### src/rtl/blob_tracker.sv
// blob_tracker: single-pass connected-component tracker over run-length rows.
// Reads run words {marker, start, end} from a FIFO, grows per-slot bounding
// boxes row by row, and emits a box record when a blob stops continuing.
//
// state | meaning
// IDLE  | first cycle out of reset
// FETCH | waiting for a FIFO word, strobes rd_en when one is available
// WAIT  | FIFO data valid, decode the word
// MATCH | attach the run to a slot or allocate a new one
// CLOSE | end of row: retire slots not hit this row, roll spans forward
// FLUSH | end of frame: emit and free every valid slot
// DONE  | pulse frame_done, rewind the row counter
//
// Ports:
//   clk, rst (sync, active-low)
//   empty, fifo_out, rd_en                 run FIFO read side
//   box_valid, box_ready, box_*            record output with valid/ready
//   frame_done                             one-cycle end-of-frame pulse
//   overflow                               sticky, no free slot for a run
module blob_tracker #(
    parameter int COORD_W  = 11,
    parameter int N_BLOBS  = 8,
    parameter int MIN_SIZE = 0,
    parameter int AREA_W   = 2 * COORD_W
) (
    input  logic                 clk,
    input  logic                 rst,
    input  logic                 empty,
    input  logic [2*COORD_W:0]   fifo_out,
    output logic                 rd_en,
    output logic                 box_valid,
    input  logic                 box_ready,
    output logic [COORD_W-1:0]   box_xmin,
    output logic [COORD_W-1:0]   box_xmax,
    output logic [COORD_W-1:0]   box_ymin,
    output logic [COORD_W-1:0]   box_ymax,
    output logic [AREA_W-1:0]    box_area,
    output logic                 frame_done,
    output logic                 overflow
);
    localparam int IDX_W = (N_BLOBS > 1) ? $clog2(N_BLOBS) : 1;
    localparam logic [IDX_W-1:0]  LAST_IDX = IDX_W'(N_BLOBS - 1);
    localparam logic [AREA_W-1:0] MIN_A    = AREA_W'(MIN_SIZE);

    typedef enum logic [2:0] {IDLE, FETCH, WAIT, MATCH, CLOSE, FLUSH, DONE} state_t;

    state_t               state;
    logic [COORD_W-1:0]   row;
    logic [IDX_W-1:0]     idx;
    logic [COORD_W-1:0]   run_s, run_e;
    logic                 frame_start;

    logic                 s_valid  [N_BLOBS];
    logic                 s_hit    [N_BLOBS];
    logic [COORD_W-1:0]   s_xmin   [N_BLOBS];
    logic [COORD_W-1:0]   s_xmax   [N_BLOBS];
    logic [COORD_W-1:0]   s_ymin   [N_BLOBS];
    logic [COORD_W-1:0]   s_ymax   [N_BLOBS];
    logic [AREA_W-1:0]    s_area   [N_BLOBS];
    logic [COORD_W-1:0]   s_plo    [N_BLOBS];
    logic [COORD_W-1:0]   s_phi    [N_BLOBS];
    logic [COORD_W-1:0]   s_clo    [N_BLOBS];
    logic [COORD_W-1:0]   s_chi    [N_BLOBS];

    logic                 w_mark;
    logic [COORD_W-1:0]   w_s, w_e;
    logic [COORD_W:0]     run_len;
    logic [AREA_W:0]      area_sum;
    logic                 hit_any, free_any;
    logic [IDX_W-1:0]     hit_idx, free_idx;
    logic                 area_ok, emit_now, adv;

    assign w_mark  = fifo_out[2*COORD_W];
    assign w_s     = fifo_out[2*COORD_W-1:COORD_W];
    assign w_e     = fifo_out[COORD_W-1:0];
    assign run_len = {1'b0, run_e} - {1'b0, run_s} + (COORD_W+1)'(1);
    assign area_sum = {1'b0, s_area[hit_idx]} + (AREA_W+1)'(run_len);

    // rd_en must follow empty in the same cycle so an empty FIFO is never read.
    assign rd_en = (state == FETCH) && !empty;

    // Descending scan so the lowest matching / free index wins.
    always_comb begin
        hit_any  = 1'b0;
        hit_idx  = '0;
        free_any = 1'b0;
        free_idx = '0;
        for (int i = N_BLOBS - 1; i >= 0; i--) begin
            if (s_valid[i] && run_s <= s_phi[i] && run_e >= s_plo[i]) begin
                hit_any = 1'b1;
                hit_idx = IDX_W'(i);
            end
            if (!s_valid[i]) begin
                free_any = 1'b1;
                free_idx = IDX_W'(i);
            end
        end
    end

    if (MIN_SIZE == 0) begin : g_nomin
        assign area_ok = 1'b1;
    end else begin : g_min
        assign area_ok = (s_area[idx] >= MIN_A);
    end

    // CLOSE retires only slots that missed this row; FLUSH retires all.
    assign emit_now = s_valid[idx] && area_ok && ((state == FLUSH) || !s_hit[idx]);
    // Move to the next slot once any pending record has been accepted.
    assign adv = box_valid ? box_ready : !emit_now;

    always_ff @(posedge clk) begin
        if (!rst) begin
            state       <= IDLE;
            row         <= '0;
            idx         <= '0;
            run_s       <= '0;
            run_e       <= '0;
            frame_start <= 1'b1;
            box_valid   <= 1'b0;
            box_xmin    <= '0;
            box_xmax    <= '0;
            box_ymin    <= '0;
            box_ymax    <= '0;
            box_area    <= '0;
            frame_done  <= 1'b0;
            overflow    <= 1'b0;
            for (int i = 0; i < N_BLOBS; i++) begin
                s_valid[i] <= 1'b0;
                s_hit[i]   <= 1'b0;
                s_xmin[i]  <= '0;
                s_xmax[i]  <= '0;
                s_ymin[i]  <= '0;
                s_ymax[i]  <= '0;
                s_area[i]  <= '0;
                s_plo[i]   <= '0;
                s_phi[i]   <= '0;
                s_clo[i]   <= '0;
                s_chi[i]   <= '0;
            end
        end else begin
            frame_done <= 1'b0;
            case (state)
                IDLE: state <= FETCH;
                FETCH: if (!empty) state <= WAIT;
                WAIT: begin
                    run_s <= w_s;
                    run_e <= w_e;
                    if (!w_mark) begin
                        if (w_s <= w_e) begin
                            if (frame_start) begin
                                overflow    <= 1'b0;
                                frame_start <= 1'b0;
                            end
                            state <= MATCH;
                        end else begin
                            state <= FETCH;
                        end
                    end else if (w_s == '0 && w_e == '0) begin
                        idx   <= '0;
                        state <= CLOSE;
                    end else if (w_s == '0 && w_e == COORD_W'(1)) begin
                        idx   <= '0;
                        state <= FLUSH;
                    end else begin
                        state <= FETCH;
                    end
                end
                MATCH: begin
                    if (hit_any) begin
                        if (run_s < s_xmin[hit_idx]) s_xmin[hit_idx] <= run_s;
                        if (run_e > s_xmax[hit_idx]) s_xmax[hit_idx] <= run_e;
                        s_ymax[hit_idx] <= row;
                        s_area[hit_idx] <= area_sum[AREA_W] ? '1 : area_sum[AREA_W-1:0];
                        // The cur span is stale until the first hit of the row.
                        if (s_hit[hit_idx]) begin
                            if (run_s < s_clo[hit_idx]) s_clo[hit_idx] <= run_s;
                            if (run_e > s_chi[hit_idx]) s_chi[hit_idx] <= run_e;
                        end else begin
                            s_clo[hit_idx] <= run_s;
                            s_chi[hit_idx] <= run_e;
                        end
                        s_hit[hit_idx] <= 1'b1;
                    end else if (free_any) begin
                        s_valid[free_idx] <= 1'b1;
                        s_hit[free_idx]   <= 1'b1;
                        s_xmin[free_idx]  <= run_s;
                        s_xmax[free_idx]  <= run_e;
                        s_ymin[free_idx]  <= row;
                        s_ymax[free_idx]  <= row;
                        s_area[free_idx]  <= AREA_W'(run_len);
                        s_clo[free_idx]   <= run_s;
                        s_chi[free_idx]   <= run_e;
                        // Keep a stale prev span from matching later runs of this row.
                        s_plo[free_idx]   <= run_s;
                        s_phi[free_idx]   <= run_e;
                    end else begin
                        overflow <= 1'b1;
                    end
                    state <= FETCH;
                end
                CLOSE, FLUSH: begin
                    if (box_valid) begin
                        if (box_ready) box_valid <= 1'b0;
                    end else if (s_valid[idx]) begin
                        if (state == CLOSE && s_hit[idx]) begin
                            s_plo[idx] <= s_clo[idx];
                            s_phi[idx] <= s_chi[idx];
                            s_hit[idx] <= 1'b0;
                        end else begin
                            s_valid[idx] <= 1'b0;
                            s_hit[idx]   <= 1'b0;
                            if (emit_now) begin
                                box_valid <= 1'b1;
                                box_xmin  <= s_xmin[idx];
                                box_xmax  <= s_xmax[idx];
                                box_ymin  <= s_ymin[idx];
                                box_ymax  <= s_ymax[idx];
                                box_area  <= s_area[idx];
                            end
                        end
                    end
                    if (adv) begin
                        if (idx == LAST_IDX) begin
                            if (state == CLOSE) begin
                                row   <= row + COORD_W'(1);
                                state <= FETCH;
                            end else begin
                                frame_done <= 1'b1;
                                state      <= DONE;
                            end
                        end else begin
                            idx <= idx + IDX_W'(1);
                        end
                    end
                end
                DONE: begin
                    row         <= '0;
                    frame_start <= 1'b1;
                    state       <= FETCH;
                end
                default: state <= IDLE;
            endcase
        end
    end
endmodule

### config.mk
export PLATFORM = sky130hd
export DESIGN_NAME = blob_tracker
export DESIGN_NICKNAME = d
export VERILOG_FILES = /design/src/rtl/blob_tracker.sv
export SDC_FILE = /design/constraint.sdc
export NUM_CORES = 2
export LEC_CHECK = 0
export CAP_MARGIN = 20
export CORE_MARGIN = 3
export CORE_UTILIZATION = 35
export CTS_CLUSTER_DIAMETER = 120
export DETAILED_ROUTE_END_ITERATION = 16
export PLACE_DENSITY = 0.49
export REMOVE_ABC_BUFFERS = 1
export SLEW_MARGIN = 20
export SYNTH_ARGS = -nofsm -noshare
export SYNTH_HDL_FRONTEND = slang
export SYNTH_SLANG_ARGS = --single-unit
### constraint.sdc
create_clock -name clk -period 8.3 [get_ports clk]
set_input_delay 1.66 -clock clk [delete_from_list [all_inputs] [get_ports clk]]
set_output_delay 1.66 -clock clk [all_outputs]
set_load 0.01 [all_outputs]
---- Yosys cells after proc, flatten, opt, wreduce, memory -nomap -nowiden ----
Memory sizes are Yosys's and may differ from the RTL's. A register that Yosys moved wholly into a read port is not among the register bits.
Cells that the tools add are included.
operators by class
  reductions and logical operators ........ 68
  multiplexer cells ....................... 194
  equal/unequal tests ..................... 20
  order comparisons ....................... 21
  add/sub/neg operators ................... 5
  bitwise operators ....................... 5
operators with widths
  operator                                              number
  two-way mux 11 bit                                    20
  two-way mux 3 bit                                     58
  OR reduction 11 bit                                   15
  two-way mux 1 bit                                     107
  <= comparator 11 bit                                  9
  greater-or-equal comparator 11 bit                    8
  two-way mux 22 bit                                    3
  OR reduction 22 bit                                   2
  adder 22 x 12 -> 23 bit                               1
  > comparator 11 bit                                   2
  logical NOT 11 bit                                    2
  less-than comparator 11 bit                           2
  inequality test 2 bit, second input constant          11
  one-hot mux 11 bit (2 select lines)                   1
  logical AND 1 bit                                     21
  adder 12 x 1 -> 12 bit, second input constant         1
  equality test 3 bit, second input constant            4
  one-hot mux 3 bit (4 select lines)                    1
  subtractor 11 x 11 -> 12 bit                          1
  adder 11 x 1 -> 11 bit, second input constant         1
  equality test 11 x 1 -> 1 bit, second input constant  1
  AND reduction 5 bit                                   2
  logical NOT 1 bit                                     8
  AND reduction 4 bit                                   2
  other kinds (17)                                      30
word-level totals
  memories kept ........................... 11
  memory bits (writable) .................. 896
  word-level logic and storage cells ...... 333
  output and inout bits ................... 70
  register bits after elaboration ......... 43
memories
  memory       words  bits a word  read ports  clocked after memory_dff  wr ports  line  source
  s_area       8      22           2           1                         8         59    logic [AREA_W-1:0] s_area [N_BLOBS];
  s_chi        8      11           2           1                         8         63    logic [COORD_W-1:0] s_chi [N_BLOBS];
  s_clo        8      11           2           1                         8         62    logic [COORD_W-1:0] s_clo [N_BLOBS];
  s_phi        8      11           8           0                         8         61    logic [COORD_W-1:0] s_phi [N_BLOBS];
  s_plo        8      11           8           0                         8         60    logic [COORD_W-1:0] s_plo [N_BLOBS];
  s_xmax       8      11           2           1                         8         56    logic [COORD_W-1:0] s_xmax [N_BLOBS];
  +5 memories  n/a    n/a          n/a         n/a                       n/a       n/a

---- Logic depth before layout (Yosys ltp) ----
An unclocked memory read counts as a cell.
  depth in word-level cells ............... 24
  gate-level depth with buffers ........... 34

---- Least setup slack after synthesis ----
OpenSTA, ideal clock, no wires.
  path kind ............................... register -> register
  start ................................... register run_e[0]
  end ..................................... memory s_xmax[4][0] (enable)
  stages on the path, launching flop included .. 33
  required time ........................... 7.899 ns
  period minus slack after synthesis ...... 7.349 ns
  data arrival time ....................... 6.948 ns
  slack ................................... 0.951 ns
  setup time .............................. 0.401 ns
  cells stage by stage .................... dfxtp_1 clkinv_1 clkbuf_1 ha_1 nor2_1 a21oi_1 o31a_1 o41ai_2 o22ai_1 a211o_1 nand2_1 buf_2 buf_2 buf_2 clkbuf_1 clkbuf_1 a211oi_1 a211oi_1 a21oi_1 ha_1 nor2b_1 o21a_1 o21a_1 o21a_1 o21a_1 o21a_1 o21ai_0 nand2b_1 a2111oi_0 o21ai_0 nand2_1 clkbuf_1 o21ai_0
RTL lines
  item                    line  source
  start, declared         50    logic [COORD_W-1:0] run_s, run_e;
  start signal, assigned  147   run_e <= w_e;
  end, declared           56

==> impl_metrics.toml <==
[worst_setup_path]
crit_arrival_ps = 8170
crit_required_ps = 8790
cp_max_fo = 38
critPathKind = "register to register"
crit_buf_inv = 4
critPathLaunchType = "register"
cpPeakStageDelay_ps = 770
r2r_slack_ps = 620
cp_top_family = "compound AO/OA/AOI/OAI gates"
slowest_stage = "a222oi_1"
end_kind = "register"

[pwr]
vdd_drop_max_v = 0.000200
total_leakage_power_nw = 21.8
pwr-share-clk_pct = 42.6
seq_power_share_pct = 48.8
p_comb_share_pct = 8.6
p_sw_mw = 2.94
p_sw_share_pct = 24.7
power_density_mw_per_mm2 = 190
p_int_mw = 8.95

[place]
placed_area_mm2 = 0.0588
place_inst = 6680
dp_hpwl_um = 118000
port_buffers = 96
globalplace.congestion = 0.855

[timing]
period_share_pct = 92.6
fin_crit_ps = 7680
fin_skew_ps = 40.8
setup_viol = 0
tightest_slew_ps = 1260
relSlewSlack_pct = 15.1
hold_violations = 0
grt_setup_unrepaired = "false"
fmax_mhz = 130
maxSlewViolCount = 0

[final_layout]
final_area_mm2 = 0.0625
nets = 5048
drive_above_1_share_pct = 14.4
fill_cells = 14800
ff_latch_area_mm2 = 0.0290
syn2layout_area_growth_pct = 14.8
final_cells = 6899
multi_input_area_mm2 = 0.0236

[detailed_routing]
wire_per_inst_um = 25.9
routed_wirelength_um = 179000
drtAntennaViolNets = 0
drc = 0
vias = 38300
detail_route.iter0.violations = 3450
firstDrtPassIters = 5
vias_per_cell = 5.55

[clock_network]
insertion_delay_ps = 750
path_clk_slew_ps = 60
htree_levels = 3
cts_hold_buf = 0
root_buffer = "clkbuf_16"
clockBufferDepth = 3
cts_buffers = 115
clock-sinks = 1008
cts_tree = "built"
cts_resized = 0
cts_setup_buffers = 0

[global_routing]
grt_pass1_vias = 38300
grt-ovfl-total = 0
grt_pass1_wl_um = 264000
grt.total_usage_pct = 22.0
antenna_found_initial = 10
grt_max_degree = 98

[die]
die_h_um = 400
rows = 144
start_util_pct = 35.3
core_area_mm2 = 0.154
die_w_um = 400
pin_count = 97
die_area_mm2 = 0.160

[flow_run]
cap_violations = 0

[logic_synthesis]
synth_area_mm2 = 0.0545
synth_cell_types = 87
synth.avg_cell_area_um2 = 11.8
synthFlopType = "edfxtp_1"
postSynthCellCount = 4631
yosys_warnings = 0
async_flop_share_pct = 0
synth_edf_count = 880
synth-seq-area-share_pct = 53.2
ys_ff_latch = 1008

[run_status]
status = "finished, final reports clean"

[hold_path]
worst_hold_path_type = "register to register"
final cells by class:
class                   count  area share (%)
diodes                      2         0.00800
clock inverters            52           0.770
well taps                2044            4.09
flip-flops and latches   1008            46.4
repair buffers            319            4.58
inverters                 218            1.31
multi-input cells        3092            37.7
clock buffers             164            5.17
power groups by stage:
| stage | logic (mW) | clock network (mW) | registers [mW] |
|---|---|---|---|
| after detailed placement | 1.02 | 0 | 5.91 |
| final | 1.03 | 5.06 | 5.80 |
| after global placement | 1.02 | 0 | 5.90 |
| after global routing | 1.13 | 5.35 | 5.82 |
| after CTS | 1.03 | 5.17 | 5.80 |
| after floorplan | 0.630 | 0 | 5.87 |
registers in the layout, summed over array words and instances, names as in the netlist, 22 cells and up, named ones only:
signal	cells
box_area	22
s_area	176
s_chi	88
s_clo	88
s_phi	88
s_plo	88
s_xmax	88
s_xmin	88
s_ymax	88
s_ymin	88
worst paths after layout:
check	from	endpoint	cells past startpoint
max	run_s[0]	s_area[5][11]	26
min	frame_start	overflow	1
min reg2reg	frame_start	overflow	1
max reg2reg	run_s[0]	s_area[5][11]	26
cell usage after synthesis (5+ instances only):
master,number,area share (%)
a211o_1,6,0.097
and4_1,5,0.080
nor4_1,8,0.092
nand2_1,256,1.8
o22ai_1,9,0.10
nand3b_1,6,0.083
xnor2_1,15,0.24
o21ai_1,6,0.055
edfxtp_1,880,49
nand3_1,52,0.48
o211ai_1,27,0.37
mux2i_1,246,4.5
and2_1,311,3.6
o21ai_0,127,1.2
a21oi_1,181,1.7
a21o_1,36,0.50
or3_1,14,0.16
buf_2,31,0.28
a31o_2,5,0.080
nor3b_1,13,0.18
o221ai_1,5,0.080
nor2b_1,23,0.26
and3_1,109,1.3
o21a_1,25,0.34
mux4_2,196,8.1
dfxtp_1,128,4.7
nor2_1,510,3.5
a211oi_1,180,2.5
inv_1,213,1.5
clkbuf_1,239,1.6
o21bai_1,9,0.12
nor3_1,229,2.1
mux2_2,35,0.72
xor2_1,11,0.18
a2111oi_0,7,0.11
nand2b_1,20,0.23
buf_1,38,0.26
a22oi_1,7,0.097
a31oi_1,30,0.34
nand4_1,37,0.43
ha_1,265,6.1
kinds of logic after synthesis:
group / after synthesis / synth area share, %
AND/OR/NAND/NOR: 1612 / 14.5
multiplexers: 478 / 13.4
buffers and inverters: 531 / 3.79
flip-flops: 1008 / 53.2
adder cells (fa/ha/maj): 267 / 6.16
AO/OA/AOI/OAI: 709 / 8.49
XOR/XNOR: 26 / 0.418
metal layers:
layer	GRT usage, %	wire, µm
met5	0	13
met4	6.29	4510
met3	3.12	10100
met2	35.6	83000
met1	30.8	81200
stage by stage:
step	hold slack, ps	setup WS [ps]	power, mW	TNS, ps	utilization [%]
after floorplan	427	-8650	6.50	-4634870	-
after global placement	451	687	6.92	0	38.1
after detailed placement	451	646	6.93	0	38.1
after CTS	466	617	12.0	0	40.5
after global routing	496	83.6	12.3	0	40.5
final	467	618	11.9	0	40.5
cell usage in the layout (no fill, tap or decap), drive strengths merged, types with 180 or more instances in the layout:
cell type / synthesis / final
nor3: 233 / 233
edfxtp: 880 / 880
inv: 214 / 216
a211oi: 180 / 180
ha: 265 / 265
a21oi: 184 / 184
and2: 311 / 311
mux2i: 247 / 247
buf: 74 / 224
nor2: 515 / 515
mux4: 196 / 196
nand2: 256 / 256
(Power assumes the default switching activity.)
